$ cat config.mk
export PLATFORM = sky130hd
export DESIGN_NAME = ifetch_ctrl_flat
export DESIGN_NICKNAME = d
export VERILOG_FILES = /design/src/rtl/ifetch_pkg.sv /design/src/rtl/ifetch_ctrl_if.sv /design/src/rtl/ifetch_fifo.sv /design/src/rtl/ifetch_ctrl.sv /design/src/flat_wrapper.sv
export SDC_FILE = /design/constraint.sdc
export NUM_CORES = 1
export LEC_CHECK = 0
export BUFFER_PORTS_ARGS = -buffer_cell sky130_fd_sc_hd__buf_2
export CORE_MARGIN = 2
export CORE_UTILIZATION = 40
export DETAILED_ROUTE_END_ITERATION = 16
export HOLD_SLACK_MARGIN = 0.15
export PLACE_DENSITY = 0.66
export SLEW_MARGIN = 10
export SYNTH_ARGS = -nofsm -noshare
export SYNTH_HDL_FRONTEND = slang
export SYNTH_HIERARCHICAL = 1
export SYNTH_SLANG_ARGS = --single-unit
$ cat constraint.sdc
create_clock -name clk_i -period 2.3 [get_ports clk_i]
set_input_delay 0.23 -clock clk_i [delete_from_list [all_inputs] [get_ports clk_i]]
set_output_delay 0.23 -clock clk_i [all_outputs]
set_load 0.01 [all_outputs]
$ cat src/rtl/ifetch_pkg.sv
// Shared types and constants for the instruction fetch controller.
package ifetch_pkg;

  // FSM state encoding; StTrap is only reachable when IFETCH_ALIGN_CHECK_EN is defined.
  typedef logic [1:0] ifetch_state_e;
  localparam ifetch_state_e StFetch = 2'd0;
  localparam ifetch_state_e StHalt  = 2'd1;
  localparam ifetch_state_e StTrap  = 2'd2;

  typedef struct packed {
    logic [31:0] pc;
    logic [31:0] instr;
  } ifetch_entry_t;

  localparam logic [31:0] INSTR_NOP = 32'h0000_0013;
  localparam logic [31:0] PC_STEP   = 32'd4;

  // Word-align a byte address.
  function automatic logic [31:0] align_pc(logic [31:0] pc);
    return {pc[31:2], 2'b00};
  endfunction

endpackage

$ cat src/rtl/ifetch_ctrl_if.sv
// Fetch-side bus: instruction memory port, redirect/halt from execute, decode handshake.
// misalign_o exists only when IFETCH_ALIGN_CHECK_EN is defined.
interface ifetch_ctrl_if;
  logic [31:0] imem_addr_o;
  logic [31:0] imem_instr_i;
  logic        redirect_i;
  logic [31:0] redirect_pc_i;
  logic        halt_i;
  logic        out_valid_o;
  logic        out_ready_i;
  logic [31:0] out_instr_o;
  logic [31:0] out_pc_o;
`ifdef IFETCH_ALIGN_CHECK_EN
  logic        misalign_o;
`endif

  // Fetch controller side.
  modport master (
    output imem_addr_o, out_valid_o, out_instr_o, out_pc_o,
`ifdef IFETCH_ALIGN_CHECK_EN
    output misalign_o,
`endif
    input  imem_instr_i, redirect_i, redirect_pc_i, halt_i, out_ready_i
  );

  // Memory / execute / decode side.
  modport slave (
    input  imem_addr_o, out_valid_o, out_instr_o, out_pc_o,
`ifdef IFETCH_ALIGN_CHECK_EN
    input  misalign_o,
`endif
    output imem_instr_i, redirect_i, redirect_pc_i, halt_i, out_ready_i
  );
endinterface

$ cat src/rtl/ifetch_fifo.sv
// Instruction buffer: DEPTH-entry ring FIFO with synchronous clear and registered head.
module ifetch_fifo
  import ifetch_pkg::*;
#(
  parameter int unsigned DEPTH = 2
) (
  input  logic          clk_i,
  input  logic          rst_ni,
  input  logic          clear_i,
  input  logic          push_i,
  input  logic          pop_i,
  input  ifetch_entry_t data_i,
  output ifetch_entry_t head_o,
  output logic          full_o,
  output logic          empty_o
);

  localparam int unsigned PtrW = (DEPTH > 1) ? $clog2(DEPTH) : 1;
  localparam int unsigned CntW = $clog2(DEPTH + 1);

  ifetch_entry_t            mem_q [DEPTH];
  ifetch_entry_t            mem_d [DEPTH];
  logic          [PtrW-1:0] wr_ptr_q, wr_ptr_d;
  logic          [PtrW-1:0] rd_ptr_q, rd_ptr_d;
  logic          [CntW-1:0] count_q, count_d;
  logic                     do_push, do_pop;

  assign full_o  = (count_q == CntW'(DEPTH));
  assign empty_o = (count_q == '0);
  assign head_o  = mem_q[rd_ptr_q];

  // Next-state: clear wins; pointers wrap naturally since DEPTH is a power of two.
  always_comb begin
    do_push  = push_i && (!full_o || pop_i);
    do_pop   = pop_i && !empty_o;
    mem_d    = mem_q;
    wr_ptr_d = wr_ptr_q;
    rd_ptr_d = rd_ptr_q;
    count_d  = count_q;
    if (clear_i) begin
      wr_ptr_d = '0;
      rd_ptr_d = '0;
      count_d  = '0;
    end else begin
      if (do_push) begin
        mem_d[wr_ptr_q] = data_i;
        wr_ptr_d        = wr_ptr_q + PtrW'(1);
      end
      if (do_pop) begin
        rd_ptr_d = rd_ptr_q + PtrW'(1);
      end
      if (do_push && !do_pop) begin
        count_d = count_q + CntW'(1);
      end else if (do_pop && !do_push) begin
        count_d = count_q - CntW'(1);
      end
    end
  end

  // State registers with synchronous active-low reset.
  always_ff @(posedge clk_i) begin
    if (!rst_ni) begin
      for (int i = 0; i < int'(DEPTH); i++) begin
        mem_q[i] <= '0;
      end
      wr_ptr_q <= '0;
      rd_ptr_q <= '0;
      count_q  <= '0;
    end else begin
      mem_q    <= mem_d;
      wr_ptr_q <= wr_ptr_d;
      rd_ptr_q <= rd_ptr_d;
      count_q  <= count_d;
    end
  end

endmodule

$ cat src/rtl/ifetch_ctrl.sv
// Instruction fetch controller: owns the fetch PC, FSM and redirect handling, and
// buffers fetched words in ifetch_fifo for decode.
// Optional feature macro: IFETCH_ALIGN_CHECK_EN (misaligned redirects trap).
module ifetch_ctrl
  import ifetch_pkg::*;
#(
  parameter logic [31:0] RESET_PC = 32'h0000_0000,
  parameter int unsigned DEPTH    = 2
) (
  input logic          clk_i,
  input logic          rst_ni,
  ifetch_ctrl_if.master fetch_io
);

  ifetch_state_e state_q, state_d;
  logic [31:0]   fetch_pc_q, fetch_pc_d;
  logic [31:0]   target_pc;
  ifetch_entry_t head;
  logic          full, empty;
  logic          push, pop, clear;
`ifdef IFETCH_ALIGN_CHECK_EN
  logic [31:0]   trap_pc_q, trap_pc_d;
`endif

  assign target_pc = align_pc(fetch_io.redirect_pc_i);
  assign pop       = !empty && fetch_io.out_ready_i;

  ifetch_fifo #(
    .DEPTH (DEPTH)
  ) u_fifo (
    .clk_i   (clk_i),
    .rst_ni  (rst_ni),
    .clear_i (clear),
    .push_i  (push),
    .pop_i   (pop),
    .data_i  ('{pc: fetch_pc_q, instr: fetch_io.imem_instr_i}),
    .head_o  (head),
    .full_o  (full),
    .empty_o (empty)
  );

  // Next-state: redirect overrides halt and normal fetching.
  always_comb begin
    state_d    = state_q;
    fetch_pc_d = fetch_pc_q;
    push       = 1'b0;
    clear      = 1'b0;
`ifdef IFETCH_ALIGN_CHECK_EN
    trap_pc_d  = trap_pc_q;
`endif
    if (fetch_io.redirect_i) begin
      clear      = 1'b1;
      fetch_pc_d = target_pc;
      state_d    = fetch_io.halt_i ? StHalt : StFetch;
`ifdef IFETCH_ALIGN_CHECK_EN
      if (fetch_io.redirect_pc_i[1:0] != 2'b00) begin
        state_d   = StTrap;
        trap_pc_d = fetch_io.redirect_pc_i;
      end
`endif
    end else begin
      case (state_q)
        StFetch: begin
          if (fetch_io.halt_i) begin
            state_d = StHalt;
          end else if (!full || pop) begin
            push       = 1'b1;
            fetch_pc_d = fetch_pc_q + PC_STEP;
          end
        end
        StHalt: begin
          if (!fetch_io.halt_i) begin
            state_d = StFetch;
          end
        end
`ifdef IFETCH_ALIGN_CHECK_EN
        StTrap: state_d = StTrap;
`endif
        default: state_d = StFetch;
      endcase
    end
  end

  // State registers with synchronous active-low reset.
  always_ff @(posedge clk_i) begin
    if (!rst_ni) begin
      state_q    <= StFetch;
      fetch_pc_q <= RESET_PC;
`ifdef IFETCH_ALIGN_CHECK_EN
      trap_pc_q  <= '0;
`endif
    end else begin
      state_q    <= state_d;
      fetch_pc_q <= fetch_pc_d;
`ifdef IFETCH_ALIGN_CHECK_EN
      trap_pc_q  <= trap_pc_d;
`endif
    end
  end

  // Outputs come from the buffer head registers; NOP/zero when nothing is valid.
  always_comb begin
    fetch_io.imem_addr_o = fetch_pc_q;
    fetch_io.out_valid_o = !empty;
    fetch_io.out_instr_o = empty ? INSTR_NOP : head.instr;
    fetch_io.out_pc_o    = empty ? 32'h0 : head.pc;
`ifdef IFETCH_ALIGN_CHECK_EN
    fetch_io.misalign_o  = (state_q == StTrap);
    if (state_q == StTrap) begin
      fetch_io.out_pc_o = trap_pc_q;
    end
`endif
  end

endmodule

$ cat src/flat_wrapper.sv
// flat-port wrapper written by rule: the top's interface ports become plain ports
module ifetch_ctrl_flat import ifetch_pkg::*;
#(
  parameter logic [31:0] RESET_PC = 32'h0000_0000,
  parameter int unsigned DEPTH    = 2
)
  (clk_i, rst_ni, fetch_io_imem_addr_o, fetch_io_out_valid_o, fetch_io_out_instr_o, fetch_io_out_pc_o, fetch_io_imem_instr_i, fetch_io_redirect_i, fetch_io_redirect_pc_i, fetch_io_halt_i, fetch_io_out_ready_i);
  ifetch_ctrl_if fetch_io_i ();
  input logic clk_i;
  input logic rst_ni;
  output wire logic [$bits(fetch_io_i.imem_addr_o)-1:0] fetch_io_imem_addr_o;
  output wire logic [$bits(fetch_io_i.out_valid_o)-1:0] fetch_io_out_valid_o;
  output wire logic [$bits(fetch_io_i.out_instr_o)-1:0] fetch_io_out_instr_o;
  output wire logic [$bits(fetch_io_i.out_pc_o)-1:0] fetch_io_out_pc_o;
  input wire logic [$bits(fetch_io_i.imem_instr_i)-1:0] fetch_io_imem_instr_i;
  input wire logic [$bits(fetch_io_i.redirect_i)-1:0] fetch_io_redirect_i;
  input wire logic [$bits(fetch_io_i.redirect_pc_i)-1:0] fetch_io_redirect_pc_i;
  input wire logic [$bits(fetch_io_i.halt_i)-1:0] fetch_io_halt_i;
  input wire logic [$bits(fetch_io_i.out_ready_i)-1:0] fetch_io_out_ready_i;
  assign fetch_io_imem_addr_o = fetch_io_i.imem_addr_o;
  assign fetch_io_out_valid_o = fetch_io_i.out_valid_o;
  assign fetch_io_out_instr_o = fetch_io_i.out_instr_o;
  assign fetch_io_out_pc_o = fetch_io_i.out_pc_o;
  assign fetch_io_i.imem_instr_i = fetch_io_imem_instr_i;
  assign fetch_io_i.redirect_i = fetch_io_redirect_i;
  assign fetch_io_i.redirect_pc_i = fetch_io_redirect_pc_i;
  assign fetch_io_i.halt_i = fetch_io_halt_i;
  assign fetch_io_i.out_ready_i = fetch_io_out_ready_i;
  ifetch_ctrl #(.RESET_PC(RESET_PC), .DEPTH(DEPTH)) u_core (.clk_i(clk_i), .rst_ni(rst_ni), .fetch_io(fetch_io_i));
endmodule
# After elaboration in Yosys (flattened, before gate mapping)
# Cells that the tools add are included.
[totals] word_cells=74 reg_bits=166
[classes] n_reduce_logical=22 bitwise=5 add_sub_neg=5 n_lt_le_gt_ge=3 n_eq_ne=5 mux=24
[op_table] op="two-way mux 64 bit" n=4
[op_table] op="two-way mux 32 bit" n=6
[op_table] op="bitwise mux 128 bit" n=1
[op_table] op="demux 64 bit (select 1 bit)" n=1
[op_table] op="adder 32 x 3 -> 32 bit, second input constant" n=1
[op_table] op="two-way mux 2 bit" n=5
[op_table] op="logical AND 1 bit" n=6
[op_table] op="two-way mux 1 bit" n=6
[op_table] op="inequality test 3 bit, second input constant" n=2
[op_table] op="AND reduction 3 bit" n=2
[op_table] op="nonzero test 2 bit" n=3
[op_table] op=">= comparator 2 bit, second input constant" n=2
[op_table] op="logical NOT 1 bit" n=4
[op_table] op="logical NOT 2 bit" n=2
[op_table] op="inverter 1 -> 2 bit" n=2
[op_table] op="one-hot mux 2 bit (2 select lines)" n=1
[op_table] op="AND reduction 2 bit" n=2
[op_table] op="OR reduction 2 bit" n=2
[op_table] op="inverter 1 bit" n=3
[op_table] op="adder 1 bit, second input constant" n=2
[op_table] op="adder 2 x 1 -> 2 bit, second input constant" n=1
[op_table] op="== test 2 x 1 -> 1 bit, second input constant" n=1
[op_table] op="== test 2 bit, second input constant" n=1
[op_table] op="less-than comparator 2 x 1 -> 1 bit, second input constant" n=1
[op_table] op="other kinds (3)" n=3

# Logic depth before layout (Yosys ltp)
# Gate-level depths: netlist of run 1.
[depth] depth_word=13 ltp_mapped=11

# Modules after synthesis
# Netlist of run 1, hierarchy kept.
[modules_own_cells] module="ifetch_fifo" area_each_um2=5808.1 n_inst=1 cells_per_inst=580
[modules_own_cells] module="ifetch_ctrl" area_each_um2=2228.4 n_inst=1 cells_per_inst=285

# Least setup slack after synthesis of run 1
# No wires, ideal clock.
[synth_path] kind="reg2reg" start="register u_core.u_fifo.count_q[0]" end="register u_core/u_fifo/mem_q[100] in the netlist's numbering" synth_period_minus_slack_ps=2343 path_buffers=2 required_ps=2182 arrival_ps=2225 slack_ps=-43 stages_incl_launch_ff=9 cell_sequence="dfxtp_1 -> and2b_2 -> a21oi_1 -> and2_1 -> inv_1 -> or4_4 -> buf_12 -> buf_12 -> mux2i_1"
[synth_rtl] item="start: declaration" line_no="ifetch_fifo.sv:25" text="logic [CntW-1:0] count_q, count_d;"
[synth_rtl] item="start signal: assignment" line_no="ifetch_fifo.sv:73" text="count_q <= count_d;"
[synth_rtl] item="== test 2 bit" line_no="ifetch_fifo.sv:28" text="assign full_o = (count_q == CntW'(DEPTH));"
[synth_rtl] item="named net u_core.full" line_no="ifetch_ctrl.sv:19" text="logic full, empty;"
[synth_rtl] item="logical NOT 1 bit" line_no="ifetch_ctrl.sv:66" text="end else if (!full || pop) begin"
[synth_rtl] item="logical OR 1 bit" line_no="ifetch_ctrl.sv:66"
[synth_rtl] item="two-way mux 1 bit" line_no="ifetch_ctrl.sv:66"
[synth_rtl] item="two-way mux 1 bit" line_no="ifetch_ctrl.sv:64" text="if (fetch_io.halt_i) begin"
[synth_rtl] item="two-way mux 1 bit" line_no="ifetch_ctrl.sv:62" text="case (state_q)"
[synth_rtl] item="two-way mux 1 bit" line_no="ifetch_ctrl.sv:51" text="if (fetch_io.redirect_i) begin"
[synth_rtl] item="named net u_core.push" line_no="ifetch_ctrl.sv:20" text="logic push, pop, clear;"
[synth_rtl] item="logical AND 1 bit" line_no="ifetch_fifo.sv:34" text="do_push = push_i && (!full_o || pop_i);"
[synth_rtl] item="AND reduction 2 bit (no line)"
[synth_rtl] item="end signal: assignment" line_no="ifetch_fifo.sv:70" text="mem_q <= mem_d;"
[synth_rtl] item="end: declaration" line_no="ifetch_fifo.sv:21" text="ifetch_entry_t mem_q [DEPTH];"
# The timed path passes the listed nets, and every way through them passes these cells.
# A chain may end at the register's enable or synchronous reset.

# Worst setup path after layout of run 1
[layout_path] start="input port fetch_io_halt_i" end="register u_core/u_fifo/mem_q[65] in the netlist's numbering"
[layout_between] elab_chain_len=5
[layout_rtl] item="start: declaration" line_no="flat_wrapper.sv:18" text="input wire logic [$bits(fetch_io_i.halt_i)-1:0] fetch_io_halt_i;"
[layout_rtl] item="two-way mux 1 bit" line_no="ifetch_ctrl.sv:64"
[layout_rtl] item="two-way mux 1 bit" line_no="ifetch_ctrl.sv:62"
[layout_rtl] item="two-way mux 1 bit" line_no="ifetch_ctrl.sv:51"
[layout_rtl] item="named net u_core.push" line_no="ifetch_ctrl.sv:20"
[layout_rtl] item="logical AND 1 bit" line_no="ifetch_fifo.sv:34"
[layout_rtl] item="AND reduction 2 bit (no line)"
# The timed path passes the listed nets, and every way through them passes these cells.

==> results by group, run 1 <==
Run status
  • Status: completed

Run
  • MaxCap Viol Count: 0

Routing
  • DRT antenna net count: 0
  • Via count: 6540
  • DRT Pass-1 Iters: 4
  • Starting DRC count in detailed routing: 272
  • Vias per Instance: 4.85
  • Final WL: 19.6 mm
  • DR WL/cell: 14.6 um
  • Residual DRC: 0

STA
  • Minimum clock period after layout: 2.17 ns
  • Final-report hold violation count: 0
  • Setup violations, final: 0
  • Fin Clk Skew: 0.00921 ns
  • Rel. slew slack: between 50% and 60%
  • Worst Setup Slack, final: 0.132 ns
  • Crit share post-route: 94.3%
  • Setup TNS: 0 ns
  • Unrepaired setup endpoints after global routing: false
  • Slew Viols, Final: 0
  • Fmax: 461 MHz
  • Actual slew at the worst max-slew pin: 0.736 ns

Floorplan
  • Area of the core: 19600 um^2
  • Number of core rows: 51
  • # IOs: 166
  • Die H: around 150 um
  • Initial Utilization: 41.0%
  • Die width: 146 um
  • Die area: 21200 um^2

GRT
  • Grt met3 use: 3.95%
  • Met2 capacity usage during global routing: 29.6%
  • GRT Overall Usage: ~18%
  • Grt met1 use: roughly a quarter
  • Initial antenna violation count: 0
  • Most Crowded Layer GR: met2
  • Largest net degree at the start of global routing: 85
  • Vias in the first global route: 6340
  • First-pass GRT wire length: ~32 mm
  • Global route total overflow: 0

Layout
  • Inserted Diodes: 0
  • P&R area growth vs syn: 27.4%
  • Final non-filler cell total: 1348
  • Share of post-route cells with drive strength above 1: roughly 28%
  • # nets final: between 1000 and 1500

Yosys
  • Adder-Cell Fraction of Synth Area: 0.311%
  • Cells after Synth: 865
  • Top post-synthesis cells by area: dfxtp_1 (41%), mux2i_1 (16%), nand2_1 (9.5%)
  • Number of library cell types mapped by synthesis: 50
  • Post-synth ARST share: 0%
  • Mapped cell area: 8040 um^2
  • Yosys top cell area share: between 40% and 50%
  • Largest family of logic cells by synthesized area: multiplexers
  • Sequential-to-total area share from yosys stat: around two fifths
  • Synth Flop Type: dfxtp_1
  • Compound-Gate Fraction of Synth Area: 5.36%
  • XOR/XNOR share of the synthesized area: under 10%
  • Ys Warns: 6
  • Post-synth EDFFs: 0
  • Mux share of post-synthesis cell area: approximately a quarter
  • #FFs+latches synth: 163
  • Leading area contributor after synthesis: dfxtp_1
  • Simple-gate portion of the synthesized area: 20.6%
  • Post-Syn Area per Cell: 9.29 um^2

Power
  • Worst vdd ir: 489 uV
  • Flop pwr share: 48.1%
  • PD cells: 603 nW/um^2
  • Leakage power: 4.46 nW
  • Cell Int Power: between 4 and 5 mW
  • P_sw: 1.57 mW
  • Clock Power Share: 41.8%
  • Sw frac: 25.5%
  • Comb pwr share: between 10% and 20%

Clock tree
  • CTS Buffer Depth: 2
  • CTS tree: yes
  • Clk pin slew, worst setup/hold paths: ~0.06 ns
  • Clock latency on the worst-skew pair: between 0.4 and 0.5 ns
  • H-tree Lvls: 4
  • Clock sink total: between 150 and 200
  • Post-CTS Setup Bufs: 0
  • Root Driver: clkbuf_16
  • Num CTS Buffers: 17

Critical path
  • CP required: 2.59 ns
  • Worst setup SP type: primary input
  • Kind of critical path: primary input to register
  • Crit end category: register
  • Arrival time at the worst endpoint: roughly 2.5 ns
  • CP Max Fanout: 37

Placed design
  • I/O Buffers: 161
  • Dpl ws: ~0.14 ns
  • Placed cell count: approximately 1300
  • GPL Wtd Cong: 0.751
  • Dpl hpwl: 12.5 mm

Hold path
  • Min-Delay Path Class: primary input to register
==> layout make-up <==
class	instances	area, um^2
Clock buffer	19	443
Timing Repair Buffer	249	1720
Multi-Input combinational cell	632	4360
Sequential cell	163	3270
Tap cell	265	332
Clock inverter	12	83.8
Inverter	8	30.0
Fill cell	1799	9360
==> per-stage QoR <==
| stage | cell area (um^2) | hold slack, ns | power [mW] | util (%) |
|---|---|---|---|---|
| 5_1_grt | 10200 | 0.183 | 6.43 | 52.2 |
| 4_1_cts | 10200 | 0.153 | 6.25 | 52.2 |
| 3_5_place_dp | 9080 | 0.443 | 3.57 | 46.4 |
| 2_1_floorplan | 8050 | 0.352 | 3.37 | - |
| 6_report | 10200 | 0.179 | 6.17 | 52.2 |
| 3_3_place_gp | 9080 | 0.438 | 3.56 | 46.4 |
==> critical path, cell delays in order <==
cell and delay [ns]:
dlygate4sd3_1 0.52, buf_2 0.13, or2_4 0.26, a21oi_2 0.15, and2_1 0.16, inv_1 0.07, or4_4 0.55, buf_12 0.23
mux2i_1 0.14
==> routing by layer <==
metal | share of wire (%) | routed length (um) | vias up
met5 | 0 | 0 | -
met4 | 1.1 | 208 | 0
li1 | - | - | 3345
met2 | 46 | 8990 | 146
met1 | 49 | 9580 | 3038
met3 | 4.3 | 839 | 11
==> flip-flops by register name (all words and copies together), names as in the netlist <==
register and cells:
u_core/u_fifo/wr_ptr_q 1, u_core/u_fifo/mem_q 128, u_core/fetch_io.imem_addr_o 30, u_core/state_q 1, u_core/u_fifo/count_q 2, u_core/u_fifo/rd_ptr_q 1
==> path summary, 6_finish.rpt <==
check	slack (ns)	cells after the start	endpoint	start
max	0.13	9	u_core/u_fifo/mem_q[65]$_SDFFE_PN0P_	fetch_io_halt_i
min	0.18	3	u_core/fetch_io.imem_addr_o[20]$_SDFFE_PN0P_	fetch_io_redirect_pc_i[20]
max reg2reg	0.14	8	u_core/u_fifo/mem_q[65]$_SDFFE_PN0P_	u_core/u_fifo/count_q[1]$_SDFFE_PP0P_
min reg2reg	0.46	2	u_core/u_fifo/mem_q[25]$_SDFFE_PN0P_	u_core/u_fifo/mem_q[25]$_SDFFE_PN0P_
==> cell usage in the layout (no fill, tap or decap), drive strengths merged, types with 4 or more instances in the layout <==
master / count
a31oi: 5
clkbuf: 19
o21ai: 32
dlygate4sd3: 62
and2: 4
conb: 4
dfxtp: 163
mux2i: 129
nor2b: 61
xnor2: 6
inv: 11
nand4: 18
mux2: 65
nand2: 203
or3: 5
a21oi: 18
or2: 4
clkinv: 6
a211oi: 4
nand3: 12
nor2: 11
nor3: 4
or4: 5
buf: 187
xor2: 16
==> logic make-up after synthesis <==
kind of cell	Yosys count
DFF	163
adders and majority gates	2
muxes	194
xor gates and xnor gates	22
AOI/OAI and AO/OA	69
buffers and inverters	73
other	1
and+or+nand+nor	341
==> power groups by stage <==
stage / registers [mW] / logic [mW] / clock network (mW)
2_1_floorplan: 3.03 / 0.333 / 0
3_3_place_gp: 3.02 / 0.535 / 0
3_5_place_dp: 3.03 / 0.538 / 0
4_1_cts: 2.96 / 0.622 / 2.66
5_1_grt: 2.97 / 0.682 / 2.78
6_report: 2.97 / 0.622 / 2.58
==> Yosys cell counts (8+ instances only) <==
library cell	number
a21oi_1	18
buf_2	8
clkbuf_1	40
dfxtp_1	163
inv_1	8
mux2_2	65
mux2i_1	129
nand2_1	203
nand3_1	10
nand4_1	17
nor2_1	11
nor2b_1	61
o21ai_0	32
xor2_1	16
==> timing repair <==
item	CTS	global route
setup endpoints to repair	0	2
hold buffers	62	0
endpoints found under the hold margin	100	0
resized for setup	0	1
Note: power is estimated with default switching activity, not from simulation.
==> inputs of run 2 (changes only) <==
- CORE_UTILIZATION: 40 -> 50
- PLACE_DENSITY: 0.66 -> 0.79
- SLEW_MARGIN: 10 -> 20
==> run 2 against run 1 <==
Effect of this change: clock skew about the same; global-route usage up 5.3 points; routed wire length up 4.2%; cell count down 3.5%; utilization up 13 points; clock power up 19%; sequential power about the same; setup slack worse by 0.078 ns; clock-buffer cell count unchanged; maximum frequency down 3.5%; total power up 8.4%; register-to-register slack worse by 0.02 ns; critical path type unchanged; critical endpoint is now u_core/u_fifo/mem_q[82]$_SDFFE_PN0P_; highest routed layer unchanged.
==> results by group, run 2 (same netlist as run 1, synthesis figures left out) <==
Critical path
  • R2R Path Start: u_core/u_fifo/count_q[0]$_SDFFE_PP0P_
  • Flop-to-flop setup slack: 0.12 ns
  • Critical path cell sequence: dlygate4sd3_1, buf_2, or2_4, a21oi_4, and2_4, inv_1, or4_4, buf_6, mux2i_1
  • CP required: 2.59 ns
  • Kind of critical path: primary input to register
  • Crit end category: register
  • CP Max Fanout: 20
  • Reg2Reg Depth: 7
  • Slowest CP cell: or4_4
  • Max incr delay on CP: 0.61 ns
  • Delay-heaviest family, CP: simple AND/OR/NAND/NOR gates
  • Worst setup SP type: primary input
  • Reg2reg end: u_core/u_fifo/mem_q[82]$_SDFFE_PN0P_
  • Worst path bufs/invs: 4
  • Arrival time at the worst endpoint: between 2 and 3 ns

Floorplan
  • Die area: 17100 um^2
  • # IOs: 166
  • Initial Utilization: 51.0%
  • Die H: 131 um
  • Area of the core: approximately 16000 um^2
  • Die width: 131 um
  • Number of core rows: 46

Routing
  • Starting DRC count in detailed routing: 434
  • Final WL: 20.4 mm
  • DRT Pass-1 Iters: 4
  • DRT antenna net count: 0
  • WL met3: 1.17 mm
  • Top sig layer: met4
  • Via count: around 7000
  • Vias per Instance: 5.25
  • DRT met1 WL: slightly above 9 mm
  • Residual DRC: 0
  • Met2 wire len: 9.89 mm
  • DR WL/cell: roughly 16 um

Power
  • Worst vdd ir: 497 uV
  • PD cells: 646 nW/um^2
  • Leakage power: 4.55 nW

Clock tree
  • Root Driver: clkbuf_16
  • Num CTS Buffers: 17
  • Clk pin slew, worst setup/hold paths: 0.06 ns
  • CTS Buffer Depth: 2
  • Clock latency on the worst-skew pair: 0.42 ns
  • CTS tree: yes
  • H-tree Lvls: 4
  • Clock sink total: 163

STA
  • Fin Clk Skew: 0.00937 ns
  • Unrepaired setup endpoints after global routing: false
  • Fmax: between 400 and 500 MHz
  • Final-report hold violation count: 0
  • Rel. slew slack: 53.2%
  • Crit share post-route: 97.7%
  • Minimum clock period after layout: between 2 and 2.5 ns
  • Setup violations, final: 0
  • Setup TNS: 0 ns
  • Slew Viols, Final: 0
  • Actual slew at the worst max-slew pin: 0.702 ns

GRT
  • Global route total overflow: 0
  • Largest net degree at the start of global routing: 66
  • Initial antenna violation count: 0
  • Vias in the first global route: approximately 6800
  • First-pass GRT wire length: approximately 32 mm
  • GRT Overall Usage: 23.7%

Hold path
  • Min-delay src: fetch_io_redirect_pc_i[25]
  • Hold depth: 3
  • Min-Delay Path Class: primary input to register
  • End of the worst hold path: u_core/fetch_io.imem_addr_o[25]$_SDFFE_PN0P_

Layout
  • Most frequent cells in the layout: nand2_1 (203), buf_2 (160), dfxtp_1 (160)
  • Max FFs per register: 128
  • Design area: 10300 um^2
  • # nets final: approximately 1100
  • Share of post-route cells with drive strength above 1: 28.6%
  • Inserted Diodes: 0
  • Biggest register: u_core/u_fifo/mem_q
  • Commonest non-fill, non-tap cell in the layout: nand2_1
  • P&R area growth vs syn: 28.8%

Placed design
  • Area post-placement: 9060 um^2
  • GPL Wtd Cong: 0.835
  • Dpl hpwl: 12.2 mm
  • I/O Buffers: 161

Run status
  • Status: completed

Run
  • MaxCap Viol Count: 0
==> run 2: what timing repair did <==
action / CTS / global route
endpoints found under the setup margin: 0 / 49
endpoints found under the hold margin: 92 / 0
hold buffers: 60 / 0
buffers inserted: 0 / 0
resized for setup: 0 / 6
==> run 2: worst reg2reg max path: stages (launching register included) <==
cell     delay, ns
dfxtp_2       0.37
and2b_2       0.29
a21oi_4       0.17
and2_4        0.16
inv_1         0.06
or4_4         0.61
buf_6         0.23
mux2i_1       0.17
==> run 2: report_power, final <==
group	switching, mW	internal, mW
sequential	0.0773	2.89
clock	1.15	1.93
combinational	0.333	0.308
==> run 2: how the worst max path moves through the flow <==
stage,depth (start not counted),endpoint,start
CTS,7,u_core/u_fifo/mem_q[82]$_SDFFE_PN0P_,u_core/u_fifo/count_q[0]$_SDFFE_PP0P_
finish,9,u_core/u_fifo/mem_q[82]$_SDFFE_PN0P_,fetch_io_halt_i
detailed placement,8,u_core/u_fifo/mem_q[94]$_SDFFE_PN0P_,u_core/u_fifo/count_q[1]$_SDFFE_PP0P_
floorplan,10,u_core/u_fifo/mem_q[100]$_SDFFE_PN0P_,fetch_io_redirect_i
global route,9,u_core/u_fifo/mem_q[84]$_SDFFE_PN0P_,fetch_io_halt_i
global placement,7,u_core/u_fifo/mem_q[83]$_SDFFE_PN0P_,u_core/u_fifo/count_q[0]$_SDFFE_PP0P_
==> run 2: through the flow <==
step                      power (mW)  hold slack, ns  utilization, %  std cells  worst slack (ns)
after floorplan                 3.37           0.352               -        868            0.0422
after global placement          3.56           0.439            57.5       1208             0.186
after detailed placement        3.57           0.443            57.5       1208             0.139
after CTS                       6.71           0.152            65.3       1300            0.0710
after global routing            6.94           0.173            65.6       1301           0.00631
final                           6.69           0.167            65.6       1301            0.0540
==> run 2: metal layers <==
layer | vias up | track usage (%)
met5 | - | 0
met3 | 26 | 5.29
met1 | 3209 | 29.8
li1 | 3348 | -
met2 | 252 | 40.7
met4 | 0 | 7.13
==> run 2: final cells by class <==
class	count	area (um^2)
well taps	216	270
fillers	1277	5420
flip-flops and latches	163	3270
inverters	8	30.0
clock inverters	13	205
clock buffers	19	433
repair buffers	250	1770
multi-input cells	632	4370
